$ cat src/rtl/serial_add_pkg.sv
// Shared definitions for the bit-serial adder: FSM state encoding and default operand width.
package serial_add_pkg;

  localparam int unsigned DEFAULT_WIDTH = 8;

  typedef enum logic [1:0] {
    ST_IDLE = 2'd0,
    ST_RUN  = 2'd1,
    ST_DONE = 2'd2
  } state_e;

endpackage

$ cat src/rtl/bit_add_cell.sv
// One-bit full adder built from two half-add stages with an OR merging the carries.
module bit_add_cell (
  input  logic x,
  input  logic y,
  input  logic ci,
  output logic s,
  output logic co
);

  logic hs1;
  logic hc1;
  logic hc2;

  assign hs1 = x ^ y;
  assign hc1 = x & y;
  assign s   = hs1 ^ ci;
  assign hc2 = hs1 & ci;
  assign co  = hc1 | hc2;

endmodule

$ cat src/rtl/serial_add_ctrl.sv
// Bit-serial adder: {cout,sum} = a + b + cin, one bit per clock LSB first,
// through a single bit_add_cell sequenced by an IDLE/RUN/DONE controller.
module serial_add_ctrl
  import serial_add_pkg::*;
#(
  parameter int unsigned WIDTH = DEFAULT_WIDTH
) (
  input  logic             clk,
  input  logic             rst_n,
  input  logic             start,
  input  logic [WIDTH-1:0] a,
  input  logic [WIDTH-1:0] b,
  input  logic             cin,
  output logic             ready,
  output logic             busy,
  output logic             done,
  output logic [WIDTH-1:0] sum,
  output logic             cout
);

  localparam int unsigned CW = (WIDTH > 1) ? $clog2(WIDTH) : 1;

  state_e           state_q;
  state_e           state_nxt;
  logic [WIDTH-1:0] a_q;
  logic [WIDTH-1:0] b_q;
  logic             carry_q;
  logic [CW-1:0]    cnt_q;
  logic             accept_c;
  logic             step_c;
  logic             last_c;
  logic             bit_s;
  logic             bit_co;

  bit_add_cell u_cell (
    .x  (a_q[cnt_q]),
    .y  (b_q[cnt_q]),
    .ci (carry_q),
    .s  (bit_s),
    .co (bit_co)
  );

  always_ff @(posedge clk or negedge rst_n) begin
    if (!rst_n) begin
      state_q <= ST_IDLE;
    end else begin
      state_q <= state_nxt;
    end
  end

  always_comb begin
    state_nxt = state_q;
    accept_c  = 1'b0;
    step_c    = 1'b0;
    last_c    = 1'b0;
    case (state_q)
      ST_IDLE: begin
        if (start) begin
          accept_c  = 1'b1;
          state_nxt = ST_RUN;
        end
      end
      ST_RUN: begin
        step_c = 1'b1;
        if (cnt_q == CW'(WIDTH - 1)) begin
          last_c    = 1'b1;
          state_nxt = ST_DONE;
        end
      end
      ST_DONE: begin
        if (start) begin
          accept_c  = 1'b1;
          state_nxt = ST_RUN;
        end else begin
          state_nxt = ST_IDLE;
        end
      end
      default: state_nxt = ST_IDLE;
    endcase
  end

  // Status flags are registered from the next state so they line up with state_q.
  always_ff @(posedge clk or negedge rst_n) begin
    if (!rst_n) begin
      ready <= 1'b1;
      busy  <= 1'b0;
      done  <= 1'b0;
    end else begin
      ready <= (state_nxt != ST_RUN);
      busy  <= (state_nxt == ST_RUN);
      done  <= (state_nxt == ST_DONE);
    end
  end

  // Operand capture and the serial datapath; the counter parks at 0 after the MSB.
  always_ff @(posedge clk or negedge rst_n) begin
    if (!rst_n) begin
      a_q     <= '0;
      b_q     <= '0;
      carry_q <= 1'b0;
      cnt_q   <= '0;
      sum     <= '0;
      cout    <= 1'b0;
    end else if (accept_c) begin
      a_q     <= a;
      b_q     <= b;
      carry_q <= cin;
      cnt_q   <= '0;
      sum     <= '0;
      cout    <= 1'b0;
    end else if (step_c) begin
      sum[cnt_q] <= bit_s;
      carry_q    <= bit_co;
      if (last_c) begin
        cout  <= bit_co;
        cnt_q <= '0;
      end else begin
        cnt_q <= cnt_q + CW'(1);
      end
    end
  end

endmodule

$ cat config.mk
export PLATFORM = sky130hd
export DESIGN_NAME = serial_add_ctrl
export DESIGN_NICKNAME = d
export VERILOG_FILES = /design/src/rtl/serial_add_pkg.sv /design/src/rtl/bit_add_cell.sv /design/src/rtl/serial_add_ctrl.sv
export SDC_FILE = /design/constraint.sdc
export NUM_CORES = 1
export LEC_CHECK = 0
export CAP_MARGIN = 20
export CORE_MARGIN = 2
export CORE_UTILIZATION = 54
export DETAILED_ROUTE_END_ITERATION = 8
export GPL_TIMING_DRIVEN = 1
export MAX_ROUTING_LAYER = met4
export PLACE_DENSITY = 0.93
export SYNTH_ARGS = -nofsm -noshare
export SYNTH_HDL_FRONTEND = slang
export SYNTH_SLANG_ARGS = --single-unit
$ cat constraint.sdc
create_clock -name clk -period 4.56 [get_ports clk]
set_input_delay 0.684 -clock clk [delete_from_list [all_inputs] [get_ports clk]]
set_output_delay 0.684 -clock clk [all_outputs]
set_load 0.03 [all_outputs]
==> flow_summary.yaml, run 1 <==
finish:
  syn_to_final_growth_pct: 21.5
  postLayoutCellArea_um2: 1970
  n_antenna_cell: 0
  nNetsFinal: 210
  stdcell_count: 219
  drive_gt1_share_pct: 7.45
  final_util_pct: 70.4
synthesis:
  synth_edf_count: 0
  synth.top_cell.area_share_pct: 50.8
  yosysMostFrequentCell: "nand2_1"
  ys_types: 28
  yosys-top-cells-count: "nand2_1 (60), dfrtp_1 (33), mux2i_1 (15), buf_2 (6)"
  ys_seq_area_share_pct: 52.4
  synth_top_area_cell: "dfrtp_1"
  syn_area_um2: 1630
  synthCells: 158
  synth.avg_cell_area_um2: 10.3
  syn-num-nets: 181
  ys_seq_elements: 34
  yosys_warnings: 0
  async_reset_ff_share_pct: 100
  ys_top_cells_by_area: "dfrtp_1 (51%), nand2_1 (14%), mux2i_1 (9.2%)"
  synth_top_flop_cell: "dfrtp_1"
detailed_routing:
  wl_met2_um: 1540
  met1Wirelength_um: 1240
  postRouteAntennaNets: 0
  drcViolationCount: 0
  route.met3.wl_um: 142
  top_layer: "met4"
  firstDrtPassIters: 4
  drt_wl_total_um: 2960
  dr.first_iter.drc_count: 31
  viasPerCell: 5.29
  dr_total_vias: 1158
  routedWlPerCell_um: 13.5
critical_path:
  crit_arrival_ns: 2.59
  critPathRequiredTime_ns: 4.82
  startpoint_type: "flip-flop"
  crit_path_end_kind: "flip-flop"
  path_max_fanout: 10
  setup.worst_path.class: "reg2reg"
power_and_ir_drop:
  max-vdd-ir-drop_mv: 0.308
  p_total_w: 0.00136
  power_density_nw_per_um2: 689
  leakage_nw: 0.980
timing:
  tightest_slew_ns: 0.909
  period_minus_slack_ns: 2.33
  finalHoldViolCount: 0
  slew_viol_final: 0
  period_share_pct: 51.1
  max-slew-margin-rel_pct: 39.4
  grt_setup_unrepaired: "no"
  fmax_mhz: 429
  skew_ns: 0.00592
  setup_viol: 0
  finalSetupTns_ns: 0
placement:
  dp_cells: 210
  placed_cell_area_um2: 1920
  place_hpwl_um: 2080
  io_buffers: 31
  place_congestion: 0.803
floorplan:
  coreArea_um2: 2810
  die_h_um: 58.9
  start_util_pct: 57.9
  dieArea_um2: 3460
  num_rows: 19
  io_pins: 32
  die_w_um: 58.9
clock_tree:
  clk_pin_slew_ns: 0.10
  clock_path_buffers: 2
  cts_setup_buffers: 0
  cts_resized: 0
  clock-sinks: 34
  ctsRootBufferMaster: "clkbuf_4"
  postCtsHoldBufs: 0
  clock_latency_ns: 0.34
  cts_made_buffers: 5
  cts_tree: "built"
  htreeDepth: 2
global_routing:
  overflow: 0
  grt_max_degree: 35
  grt_pass1_wl_um: 5280
  grt_pass1_vias: 1220
  track_usage_pct: 21.3
  antenna_found_initial: 0
run_status:
  status: "finished, final reports clean"
min_path:
  holdCritPathClass: "reg2reg"
job:
  maxCapViolations: 0
## cells by family after synthesis
group           share of synthesized area [%]
flops                                    52.4
compound gates                           2.31
mux                                      14.8
buf+inv                                  4.62
fa+ha+maj                                2.77
simple gates                             23.1
## registers in the layout, summed over array words and instances, names as in the netlist
signal	count
done	1
busy	1
carry_q	1
cnt_q	3
b_q	8
ready	1
a_q	8
state_q	2
cout	1
sum	8
## final timing paths
path	from	endpoint	slack, ns	cells after the start
max in group asynchronous	rst_n	ready	3.49	2
max reg2reg	cnt_q[0]	sum[7]	2.23	4
min in group asynchronous	rst_n	busy	0.74	2
min reg2reg	a_q[0]	a_q[0]	0.49	2
min	a_q[0]	a_q[0]	0.49	2
max	cnt_q[0]	sum[7]	2.23	4
## through the flow
| step | setup WS (ns) | hold slack [ns] |
|---|---|---|
| floorplan | 2.61 | 0.388 |
| global placement | 2.20 | 0.454 |
| detailed placement | 2.16 | 0.464 |
| CTS | 2.18 | 0.489 |
| global route | 2.08 | 0.513 |
| finish | 2.23 | 0.486 |
## power by group
part           leakage (nW)  internal [W]  switching [W]  total (W)
Sequential            0.426      0.000433       0.000119   0.000551
Combinational         0.527      0.000313       0.000341   0.000654
Clock                0.0265     0.0000614      0.0000945   0.000156
## layer usage
metal	vias up	global-route usage (%)
li1	571	-
met1	552	23.1
met3	6	6.59
met4	0	6.82
met5	-	-
met2	29	37.1
## cell type report
cell class,count,area (um2)
fillers,235,831
repair buffers,33,325
inverters,3,11.3
flip-flops and latches,34,852
well taps,31,38.8
multi-input cells,110,698
clock buffers,8,48.8
## critical path: stages, from the launching register on
cell and delay (ns):
dfrtp_1 0.64, mux4_2 0.56, mux2i_1 0.26, fa_1 0.59
mux2i_1 0.20
## placed cells by master (no fill, tap or decap), types with 4 or more instances in the layout
master           synthesis  routed
nand2_1                 60      60
nand2b_1                 4       4
a21oi_1                  4       4
dfrtp_1                 33      33
mux2i_1                 15      15
clkdlybuf4s50_1          0      31
mux4_2                   4       4
clkbuf_4                 0       5
Note: power is estimated with default switching activity, not from simulation.
==> run 2, diff against run 1 <==
--- a/config.mk
+++ b/config.mk
@@ -7,11 +7,11 @@
 export LEC_CHECK = 0
 export CAP_MARGIN = 20
 export CORE_MARGIN = 2
-export CORE_UTILIZATION = 54
+export CORE_UTILIZATION = 46
 export DETAILED_ROUTE_END_ITERATION = 8
 export GPL_TIMING_DRIVEN = 1
 export MAX_ROUTING_LAYER = met4
-export PLACE_DENSITY = 0.93
+export PLACE_DENSITY = 0.85
 export SYNTH_ARGS = -nofsm -noshare
 export SYNTH_HDL_FRONTEND = slang
 export SYNTH_SLANG_ARGS = --single-unit
==> constraint.sdc (replaced) <==
create_clock -name clk -period 2.1 [get_ports clk]
set_input_delay 0.315 -clock clk [delete_from_list [all_inputs] [get_ports clk]]
set_output_delay 0.315 -clock clk [all_outputs]
set_load 0.03 [all_outputs]
==> run 2 against run 1 <==
Cell count rose by 8.7%. Die area rose by 16%. Sequential share of layout area fell by 1.1 points. Worst hold slack got worse by 0.12 ns. Fmax rose by 17%. Via count barely moved. Sequential power rose by 110%. Total power rose by 120%. Flip-flop and latch count did not move. Worst setup slack got worse by 2.1 ns. Largest cell class unchanged. Largest power group unchanged.
==> flow_summary.yaml, run 2 (synthesized netlist as in run 1, its figures left out) <==
timing:
  fmax_mhz: 501
  finalHoldViolCount: 0
  period_share_pct: 95.0
  finalSetupTns_ns: 0
  final_critical_path_setup_slack_ns: 0.105
  period_minus_slack_ns: 1.99
  tightest_slew_ns: 0.422
  skew_ns: 0.0122
  slew_viol_final: 0
  setup_viol: 0
  max-slew-margin-rel_pct: 71.9
detailed_routing:
  drt_wl_total_um: 3000
  routedWlPerCell_um: 12.6
  dr_total_vias: 1157
  viasPerCell: 4.86
  top_layer: "met4"
  wl_met2_um: 1590
  route.met3.wl_um: 143
  firstDrtPassIters: 4
  met1Wirelength_um: 1220
  dr.first_iter.drc_count: 30
  drcViolationCount: 0
  postRouteAntennaNets: 0
finish:
  reg_top3: "a_q (8), b_q (8), sum (8)"
  drive_gt1_share_pct: 10.4
  n_antenna_cell: 0
  nNetsFinal: 214
  final_util_pct: 60.3
  fillerInstances: 298
  mostFrequentLayoutCell: "nand2_1"
  final_cell_mix: "nand2_1 (60), dfrtp_1 (32), clkdlybuf4s50_1 (31)"
  syn_to_final_growth_pct: 24.7
job:
  maxCapViolations: 0
power_and_ir_drop:
  leakage_nw: 0.997
  max-vdd-ir-drop_mv: 0.688
  power_density_nw_per_um2: 1490
  p_sw_w: 0.00122
  p_int_w: 0.00181
  power_frac_comb_pct: 50.0
  pwr-share-clk_pct: 11.4
  p_total_w: 0.00303
  pwr-share-seq_pct: 38.7
  netSwitchingFraction_pct: 40.2
clock_tree:
  clk_pin_slew_ns: 0.11
  htreeDepth: 2
  cts_setup_buffers: 0
  clock_latency_ns: 0.34
  clock-sinks: 34
  cts_made_buffers: 5
  cts_tree: "built"
  ctsRootBufferMaster: "clkbuf_4"
  clock_path_buffers: 2
  postCtsHoldBufs: 0
critical_path:
  critPathRequiredTime_ns: 2.36
  rrSetupSlack_ns: 0.11
  path_common_cell: "mux2i_1"
  reg2reg_depth: 4
  r2r-start: "cnt_q[0]"
  crit_path_end_kind: "flip-flop"
  reg2reg_to: "sum[4]"
  path_max_fanout: 8
  setup.worst_path.class: "reg2reg"
  crit_chain: "mux4_2, mux2i_1, fa_2, mux2i_1"
  startpoint_type: "flip-flop"
  cp_slowest_cell: "fa_2"
  crit_arrival_ns: 2.26
  critPathMaxStageDelay_ns: 0.56
global_routing:
  grt_pass1_vias: 1142
  grt_pass1_wl_um: 5150
  antenna_found_initial: 0
  grt_max_degree: 35
  track_usage_pct: 17.4
  overflow: 0
floorplan:
  die_h_um: 63.4
  coreArea_um2: 3360
  dieArea_um2: 4020
  num_rows: 21
  start_util_pct: 48.3
  die_w_um: 63.4
  io_pins: 32
run_status:
  status: "finished, final reports clean"
placement:
  place_hpwl_um: 2190
  place_ws_ns: 0.0203
  place_congestion: 0.788
  io_buffers: 31
min_path:
  holdCritPathClass: "in2async"
==> run 2: changes by cell type in the layout (fill, tap and decap cells not counted) <==
cell	previous run	this run
buf_4	2	6
fa_2	0	1
dfrtp_1	33	32
fa_1	1	0
dfrtp_2	0	1
==> run 2: how the worst max path moves through the flow <==
stage	start	end	slack, ns	cells past startpoint
after floorplan	cnt_q[0]	sum[0]	0.15	6
after CTS	cnt_q[0]	sum[4]	0.02	4
after global placement	cnt_q[0]	sum[1]	0.12	4
after detailed placement	cnt_q[0]	sum[7]	0.02	4
final	cnt_q[0]	sum[4]	0.11	4
after global routing	cnt_q[0]	sum[7]	-0.04	4
==> run 2: power groups by stage <==
stage	Clock (W)	Sequential, W	Combinational (W)
2_1_floorplan	0	0.00123	0.00101
4_1_cts	0.000357	0.00118	0.00150
6_report	0.000344	0.00117	0.00151
5_1_grt	0.000387	0.00122	0.00167
3_5_place_dp	0	0.00119	0.00150
3_3_place_gp	0	0.00117	0.00142
==> run 2: final cells by class <==
| class | instances | area (um2) | share of cell area, % |
|---|---|---|---|
| flip-flops and latches | 34 | 853 | 42.1 |
| multi-input cells | 110 | 701 | 34.6 |
| well taps | 46 | 57.6 | 2.84 |
| inverters | 3 | 11.3 | 0.556 |
| repair buffers | 37 | 355 | 17.5 |
| clock buffers | 8 | 48.8 | 2.41 |
==> run 2: metrics by stage <==
step | hold WS [ns] | std cells | instance area, um2
after floorplan | 0.0194 | 158 | 1630
after global placement | 0.459 | 230 | 1970
after detailed placement | 0.471 | 230 | 1970
after CTS | 0.356 | 238 | 2020
after global routing | 0.386 | 238 | 2030
final | 0.363 | 238 | 2030
==> run 2: worst max-delay path, delay by kind of cell (launching register included) <==
family / cells / cell delay [ns]
DFF: 1 / 0.45
muxes: 3 / 0.91
adders and majority gates: 1 / 0.56
==> run 2: what timing repair did <==
action	CTS	global route
hold endpoints to repair	0	0
setup endpoints to repair	0	8
resized for setup	0	2
==> run 2: routing by layer <==
layer | global-route usage (%) | up-vias
met4 | 7.34 | 0
met5 | - | -
met1 | 19.1 | 544
li1 | - | 579
met3 | 4.82 | 6
met2 | 29.7 | 28
==> run 3, diff against run 2 <==
--- a/config.mk
+++ b/config.mk
@@ -14,4 +14,5 @@
 export PLACE_DENSITY = 0.85
 export SYNTH_ARGS = -nofsm -noshare
 export SYNTH_HDL_FRONTEND = slang
+export SYNTH_HIERARCHICAL = 1
 export SYNTH_SLANG_ARGS = --single-unit
==> run 3 against run 2 <==
The flow now finishes with violations (setup timing). Cell area up 5.4%. Clock skew shrank 0.0028 ns. Clock power up 12%. Largest power group unchanged. Critical path type unchanged. Sequential share of layout area decreased by 2.1 points. Synthesized cell count up 6.3%. Die area rose by 0.73%.
==> flow_summary.yaml, run 3 <==
clock_tree:
  clock_path_buffers: 2
  postCtsHoldBufs: 0
  clock_latency_ns: 0.35
  cts_setup_buffers: 0
  clock-sinks: 34
  clk_pin_slew_ns: 0.11
  ctsRootBufferMaster: "clkbuf_4"
  htreeDepth: 2
  cts_made_buffers: 5
  cts_tree: "built"
placement:
  dp_cells: 249
  place_ws_ns: -0.127
  place_hpwl_um: 2430
  placed_cell_area_um2: 2060
  io_buffers: 31
  place_congestion: 0.903
synthesis:
  syn_area_um2: 1640
  yosysMostFrequentCell: "nand2_1"
  synth.top_cell.area_share_pct: 50.4
  synthCells: 168
  ys_top_cells_by_area: "dfrtp_1 (50%), nand2_1 (12%), mux2i_1 (4.3%)"
  async_reset_ff_share_pct: 100
  synth_top_flop_cell: "dfrtp_1"
  ys_seq_area_share_pct: 52.0
  synth_top_area_cell: "dfrtp_1"
  ys_seq_elements: 34
  ys_types: 32
  synth.avg_cell_area_um2: 9.75
  yosys_warnings: 6
  synth_edf_count: 0
  syn-num-nets: 191
  yosys-top-cells-count: "nand2_1 (52), dfrtp_1 (33), a21oi_1 (10), nand2b_1 (8), o21ai_0 (8)"
detailed_routing:
  routedWlPerCell_um: 13.4
  dr.first_iter.drc_count: 80
  drcViolationCount: 0
  postRouteAntennaNets: 0
  firstDrtPassIters: 4
  viasPerCell: 5.12
  drt_wl_total_um: 3440
  dr_total_vias: 1317
floorplan:
  num_rows: 21
  dieArea_um2: 4050
  coreArea_um2: 3390
  start_util_pct: 48.3
  die_h_um: 63.7
  io_pins: 32
  die_w_um: 63.7
timing:
  final_critical_path_setup_slack_ns: -0.101
  period_share_pct: 105
  slew_viol_final: 0
  skew_ns: 0.00943
  max-slew-margin-rel_pct: 69.0
  finalHoldViolCount: 0
  setup_viol: 8
  fmax_mhz: 454
  tightest_slew_ns: 0.465
  grt_setup_unrepaired: "yes"
  period_minus_slack_ns: 2.20
finish:
  postLayoutCellArea_um2: 2140
  reg_top3: "a_q (8), b_q (8), sum (8)"
  drive_gt1_share_pct: 15.2
  fillerInstances: 272
  n_antenna_cell: 0
  final_util_pct: 63.0
  nNetsFinal: 233
  syn_to_final_growth_pct: 30.4
  mostFrequentLayoutCell: "nand2_1"
  final_cell_mix: "nand2_1 (52), dfrtp_1 (32), clkdlybuf4s50_1 (31)"
  stdcell_count: 257
power_and_ir_drop:
  max-vdd-ir-drop_mv: 0.597
  leakage_nw: 1.01
  pwr-share-clk_pct: 11.7
  netSwitchingFraction_pct: 40.4
  p_sw_w: 0.00133
  power_density_nw_per_um2: 1540
  p_int_w: 0.00196
  pwr-share-seq_pct: 34.7
  power_frac_comb_pct: 53.5
global_routing:
  track_usage_pct: 19.5
  overflow: 0
  grt_pass1_wl_um: 5820
  grt_pass1_vias: 1281
  grt_max_degree: 35
  antenna_found_initial: 0
min_path:
  holdCritPathClass: "in2async"
critical_path:
  critPathRequiredTime_ns: 2.38
  crit_arrival_ns: 2.48
  startpoint: "cnt_q[0]"
  setup.worst_path.class: "reg2reg"
  startpoint_type: "flip-flop"
  r2r-start: "cnt_q[0]"
  path_max_fanout: 7
  crit_path_end_kind: "flip-flop"
job:
  maxCapViolations: 0
run_status:
  status: "complete, but fails checks"
  violations: "setup timing"
-- run 3: changes by cell type after synthesis, sizes merged, moves of 3 or more --
cell,change
nand2b,+4
o21ai,+6
buf,-3
clkbuf,+3
nand3,+4
a21oi,+6
mux2i,-8
nand2,-8
-- run 3: power by group through the flow --
stage                     Clock [W]  Sequential, W  Combinational [W]
final                      0.000386        0.00114            0.00176
after global placement            0        0.00114            0.00165
after detailed placement          0        0.00115            0.00170
after global routing       0.000417        0.00117            0.00195
after floorplan                   0        0.00123            0.00111
after CTS                  0.000388        0.00114            0.00173
-- run 3: worst max-delay path: stages (launching register included) --
cell and delay, ns:
dfrtp_2 0.42, mux4_2 0.51, mux2_4 0.29, fa_2 0.64, nand3_1 0.12, a21oi_2 0.15
-- run 3: path summary, 6_finish.rpt --
path                          end  slack [ns]  depth (start not counted)
setup reg to reg           sum[2]       -0.10                          5
setup / recovery           sum[2]       -0.10                          5
min in group clk           a_q[0]        0.48                          3
hold / removal             sum[3]        0.36                          2
hold reg to reg            a_q[4]        0.49                          2
max in group asynchronous   ready        1.40                          2
-- run 3: layout make-up --
| class | instances | area, um2 | share of cell area [%] |
|---|---|---|---|
| clock buffers | 7 | 55.1 | 2.58 |
| clock inverters | 1 | 5.00 | 0.234 |
| inverters | 2 | 7.51 | 0.351 |
| multi-input cells | 121 | 734 | 34.4 |
| flip-flops and latches | 34 | 853 | 40.0 |
| well taps | 46 | 57.6 | 2.69 |
| repair buffers | 46 | 423 | 19.8 |
-- run 3: kinds of logic (layout without fill, tap and decap cells) --
family / count (synthesis) / after routing / share of synthesized area, %
adder cells (fa/ha/maj): 3 / 3 / 2.75
multiplexers: 10 / 10 / 7.95
buffers and inverters: 13 / 56 / 3.97
AND/OR/NAND/NOR: 83 / 83 / 24.1
AO/OA/AOI/OAI: 25 / 25 / 9.17
flip-flops: 34 / 34 / 52.0
-- run 3: what timing repair did --
| item | 4_1_cts | 5_1_grt |
|---|---|---|
| pin swaps | 0 | 5 |
| cloned | 0 | 0 |
| endpoints found under the setup margin | 8 | 9 |
| resized for setup | 2 | 3 |
-- run 3: routing by layer --
layer	vias to the layer above	global-route usage [%]	share of wire (%)	routed length (um)
met5	-	-	0	0
met4	0	9.78	2.4	82
met3	8	3.93	3.5	121
met2	29	31.3	51	1760
met1	631	23.3	43	1470
li1	649	-	-	-
-- run 3: stage by stage --
stage	hold slack [ns]	power (W)	setup TNS, ns
floorplan	0.0194	0.00233	-0.135
global placement	0.462	0.00279	-0.292
detailed placement	0.467	0.00286	-0.738
CTS	0.387	0.00326	-0.494
global route	0.401	0.00354	-1.21
finish	0.357	0.00329	-0.551
